## src/rtl/mem_arbiter.sv

```systemverilog
// Two-port round-robin arbiter in front of a single synchronous RAM port.
// Each access walks IDLE -> ISSUE -> DONE. Every output is registered
// except the read-data returns, which pass the RAM output straight through
// while the owner's ack is high.
module mem_arbiter #(
   parameter int         AW     = 9,
   parameter int         DW     = 16,
   parameter logic [1:0] MNONE  = 2'b00,
   parameter logic [1:0] MREAD  = 2'b01,
   parameter logic [1:0] MWRITE = 2'b10
) (
   input  logic          clk,
   input  logic          reset,
   input  logic [1:0]    cmd0,
   input  logic [AW-1:0] addr0,
   input  logic [DW-1:0] wdata0,
   output logic          ack0,
   output logic [DW-1:0] rdata0,
   input  logic [1:0]    cmd1,
   input  logic [AW-1:0] addr1,
   input  logic [DW-1:0] wdata1,
   output logic          ack1,
   output logic [DW-1:0] rdata1,
   output logic [1:0]    mem_cmd,
   output logic [AW-1:0] mem_addr,
   output logic [DW-1:0] mem_wdata,
   input  logic [DW-1:0] mem_rdata,
   output logic          busy,
   output logic          owner
);

   typedef enum logic [1:0] {S_IDLE, S_ISSUE, S_DONE} state_t;

   state_t        state_q, state_d;
   logic          owner_q, owner_d;
   logic          prio_q, prio_d;
   logic          rd_q, rd_d;
   logic [1:0]    mem_cmd_q, mem_cmd_d;
   logic [AW-1:0] mem_addr_q, mem_addr_d;
   logic [DW-1:0] mem_wdata_q, mem_wdata_d;
   logic          ack0_q, ack0_d;
   logic          ack1_q, ack1_d;
   logic          busy_q, busy_d;

   logic          req0, req1, win1;
   logic [1:0]    sel_cmd;

   // State register; reset abandons any access in flight.
   always_ff @(posedge clk or negedge reset) begin
      if (!reset) begin
         state_q     <= S_IDLE;
         owner_q     <= 1'b0;
         prio_q      <= 1'b0;
         rd_q        <= 1'b0;
         mem_cmd_q   <= MNONE;
         mem_addr_q  <= '0;
         mem_wdata_q <= '0;
         ack0_q      <= 1'b0;
         ack1_q      <= 1'b0;
         busy_q      <= 1'b0;
      end else begin
         state_q     <= state_d;
         owner_q     <= owner_d;
         prio_q      <= prio_d;
         rd_q        <= rd_d;
         mem_cmd_q   <= mem_cmd_d;
         mem_addr_q  <= mem_addr_d;
         mem_wdata_q <= mem_wdata_d;
         ack0_q      <= ack0_d;
         ack1_q      <= ack1_d;
         busy_q      <= busy_d;
      end
   end

   // Arbitration, next-state and next-output logic.
   always_comb begin
      state_d     = state_q;
      owner_d     = owner_q;
      prio_d      = prio_q;
      rd_d        = rd_q;
      mem_cmd_d   = mem_cmd_q;
      mem_addr_d  = mem_addr_q;
      mem_wdata_d = mem_wdata_q;
      ack0_d      = 1'b0;
      ack1_d      = 1'b0;
      busy_d      = busy_q;

      // 2'b11 is not a request; only MREAD/MWRITE compete.
      req0    = (cmd0 == MREAD) || (cmd0 == MWRITE);
      req1    = (cmd1 == MREAD) || (cmd1 == MWRITE);
      win1    = req1 && (!req0 || prio_q);
      sel_cmd = win1 ? cmd1 : cmd0;

      case (state_q)
         S_IDLE: begin
            mem_cmd_d = MNONE;
            if (req0 || req1) begin
               state_d     = S_ISSUE;
               owner_d     = win1;
               rd_d        = (sel_cmd == MREAD);
               mem_cmd_d   = sel_cmd;
               mem_addr_d  = win1 ? addr1 : addr0;
               mem_wdata_d = win1 ? wdata1 : wdata0;
               busy_d      = 1'b1;
            end
         end
         S_ISSUE: begin
            // RAM samples the command on this closing edge.
            state_d   = S_DONE;
            mem_cmd_d = MNONE;
            ack0_d    = !owner_q;
            ack1_d    = owner_q;
         end
         S_DONE: begin
            state_d = S_IDLE;
            busy_d  = 1'b0;
            prio_d  = !owner_q;
         end
         default: begin
            state_d   = S_IDLE;
            mem_cmd_d = MNONE;
            busy_d    = 1'b0;
         end
      endcase
   end

   assign mem_cmd   = mem_cmd_q;
   assign mem_addr  = mem_addr_q;
   assign mem_wdata = mem_wdata_q;
   assign ack0      = ack0_q;
   assign ack1      = ack1_q;
   assign busy      = busy_q;
   assign owner     = owner_q;

   // Registered RAM data arrives in DONE, exactly when the ack is high.
   assign rdata0 = (ack0_q && rd_q) ? mem_rdata : '0;
   assign rdata1 = (ack1_q && rd_q) ? mem_rdata : '0;

endmodule
```

## config.mk

```make
export PLATFORM = sky130hd
export DESIGN_NAME = mem_arbiter
export DESIGN_NICKNAME = d
export VERILOG_FILES = /design/src/rtl/mem_arbiter.sv
export SDC_FILE = /design/constraint.sdc
export NUM_CORES = 1
export LEC_CHECK = 0
export CORE_MARGIN = 2
export CORE_UTILIZATION = 34
export CTS_BUF_LIST = sky130_fd_sc_hd__clkbuf_4 sky130_fd_sc_hd__clkbuf_8 sky130_fd_sc_hd__clkbuf_16
export CTS_CLUSTER_DIAMETER = 40
export DETAILED_ROUTE_END_ITERATION = 7
export PLACE_DENSITY = 0.87
export REMOVE_ABC_BUFFERS = 1
export SYNTH_ARGS = -nofsm -noshare
export SYNTH_HDL_FRONTEND = slang
export SYNTH_SLANG_ARGS = --single-unit
```

## constraint.sdc

```tcl
create_clock -name clk -period 1.8 [get_ports clk]
set_input_delay 0.45 -clock clk [delete_from_list [all_inputs] [get_ports clk]]
set_output_delay 0.45 -clock clk [all_outputs]
set_load 0.005 [all_outputs]
```

==> impl_metrics.json, run 1 <==
{
  "final-setup-viol-count": 0,
  "cts_tree": "yes",
  "track_usage_pct": 19.85,
  "fin_worst_skew_ps": 6.109,
  "drtAntennaViolNets": 0,
  "viasPerCell": 4.743,
  "wl_per_cell_um": 13.17,
  "ctsHtreeMaxLevel": 2,
  "r2r_start": "state_q[0]",
  "first_iter_violations": 100,
  "hold_ws_ps": 74.32,
  "finalNonFillerCells": 428,
  "die_w_um": 77.10,
  "dp_hpwl_mm": 4.431,
  "hold_class": "in -> async",
  "start_kind": "primary input",
  "outcome": "finished clean",
  "finalHoldViolations": 0,
  "r2r_slack_ps": 520,
  "rows": 26,
  "grt_max_degree": 33,
  "vias": 2030,
  "drt_drc_violations_left": 0,
  "end_kind": "output port",
  "critPathKind": "in -> out",
  "ys_warn_count": 0,
  "synth_seq_area_share_pct": 48.21,
  "synth.distinct_cells": 23,
  "clock_latency_ps": 280,
  "numCtsBuffers": 5,
  "irDropWorstVdd_v": 0.0006200,
  "fmax_ghz": 0.5639,
  "start_util_pct": 35.35,
  "clk_pin_slew_ps": 70,
  "netlist_top_cells_area": "dfrtp_1, nand2_1, and3_1, a31oi_1, nor2_1",
  "synth_top_area_share_pct": 48.21,
  "powerDensity_nw_per_um2": 1293,
  "netlist.top_cell.by_area": "dfrtp_1",
  "syn_area_per_cell_um2": 8.296,
  "die_area_um2": 5944,
  "syn_area_um2": 1817,
  "layout_min_cycle_time_ps": 1773,
  "drv_cap": 0,
  "syn_inst": 219,
  "cts_root_buffer": "clkbuf_8",
  "synth_seq_cells": 35,
  "wl_mm": 5.635,
  "tightest_slew_ps": 370.7,
  "final_util_pct": 67.09,
  "overflow": 0,
  "dpl_worst_slack_ps": -388.8,
  "finalMaxSlewViolations": 0,
  "worstPathMaxFanout": 2,
  "fin_setup_tns_ps": 0,
  "clock-sinks": 35,
  "r2r-end": "mem_wdata[5]",
  "clock_path_buffers": 2,
  "dp.cells": 418,
  "fin_crit_sh_pct": 98.52,
  "arrival_ps": 1320,
  "fp.coreArea_um2": 5140,
  "grt_pass1_wl_mm": 9.570,
  "fillers": 436,
  "cellLeakagePower_nw": 1.749,
  "drive_gt1_share_pct": 8.659,
  "routabilityCongestion": 0.7547,
  "multiInputGateArea_um2": 854.6,
  "io_pins": 135,
  "die_h_um": 77.10,
  "area_delta_synth_final_pct": 89.81,
  "rr_worst_depth": 5,
  "antenna_found_initial": 0,
  "grt_pass1_vias": 2065,
  "slew_headroom_pct": 75.29,
  "fin_nets": 429,
  "regArea_um2": 877.1,
  "setup_slack_ps": 26.63,
  "antennaDiodeCount": 0,
  "portBuffers": 134,
  "first_pass_iters": 4,
  "cp.required_ps": 1350
}
[flip-flops by register name (all words and copies together) (netlist names)]
name / count
ack0: 1
ack1: 1
busy: 1
mem_addr: 9
mem_cmd: 2
mem_wdata: 16
owner: 1
prio_q: 1
rd_q: 1
state_q: 2
[repair_timing]
action / in CTS / in global routing
pin swaps: 1 / 1
hold buffers: 0 / 0
setup endpoints to repair: 59 / 28
setup buffers: 1 / 1
endpoints found under the hold margin: 0 / 0
gates resized for setup: 38 / 14
[report_power, final]
| part | internal (mW) | total (mW) | switching, mW |
|---|---|---|---|
| Sequential | 1.18 | 1.45 | 0.267 |
| Combinational | 1.34 | 2.29 | 0.951 |
| Clock | 0.448 | 0.722 | 0.274 |
[how the worst max path moves through the flow]
stage | depth (start not counted) | to | from
after detailed placement | 6 | mem_addr[0] | cmd0[1]
after floorplan | 3 | owner | cmd0[0]
after CTS | 1 | ack0 | ack0
after global routing | 3 | rdata1[3] | mem_rdata[3]
after global placement | 6 | mem_wdata[2] | cmd0[1]
final | 3 | rdata1[2] | mem_rdata[2]
[cells in the final DEF, fill, tap and decap left out, drive strengths merged, types with 4 or more instances in the layout]
master,n
nand2,54
a31oi,25
dlymetal6s2s,6
clkdlybuf4s50,94
nor2b,4
clkbuf,6
dfrtp,35
inv,4
buf,16
o21ai,6
nor2,28
and3,32
dlygate4sd2,30
[Yosys cell counts (all sizes together)]
library cell and count:
clkbuf 6, inv 4, a31oi 25, o21ai 6, and2 1, o2111ai 1, dfrtp 35, buf 12
nor2b 4, xnor2 2, xor2 1, o22ai 1, a211oi 1, nor2 28, mux2 1, o21a 1
a21o 2, and3 32, nand2 54, a21oi 2
[critical path, stage by stage]
cell	delay [ps]
clkdlybuf4s50_1	460
and3_1	170
dlygate4sd2_1	240
[final cells by class]
class / count / area share, %
clock buffer: 6 / 2.395
clock inverter: 2 / 1.016
tap: 70 / 2.540
inverter: 4 / 0.4354
multi-input combinational: 162 / 24.78
sequential: 35 / 25.44
timing repair buffer: 149 / 43.40
[per-stage QoR]
stage,total power [mW],cell area [um2]
global route,4.801,3448
finish,4.457,3448
CTS,4.509,3402
detailed placement,3.752,3297
global placement,3.683,3297
floorplan,2.298,1718
[per-layer routing]
metal,wire length [um],part of all wire [%],track usage [%],up-vias
met3,611,11,7.529,6
met1,2263,40,21.87,902
li1,-,-,-,1014
met2,2717,48,36.49,108
met5,0,0,0,-
met4,42,0.75,3.750,0
[kinds of logic (layout without fill, tap and decap cells)]
| kind of cell | after synthesis | count (layout) | synth area share [%] |
|---|---|---|---|
| XOR/XNOR | 3 | 3 | 1.447 |
| flip-flops | 35 | 35 | 48.21 |
| multiplexers | 1 | 1 | 0.6198 |
| buffers and inverters | 22 | 161 | 6.267 |
| AO/OA/AOI/OAI | 39 | 39 | 13.77 |
| AND/OR/NAND/NOR | 119 | 119 | 29.68 |
Note: power is estimated with default switching activity, not from simulation.
==> run 2: changes to the inputs <==
--- a/config.mk
+++ b/config.mk
@@ -15,3 +15,4 @@
 export SYNTH_ARGS = -nofsm -noshare
 export SYNTH_HDL_FRONTEND = slang
 export SYNTH_SLANG_ARGS = --single-unit
+export TNS_END_PERCENT = 100
==> results of run 2 <==
The final DEF is identical to that of run 1; final timing and power are the same.
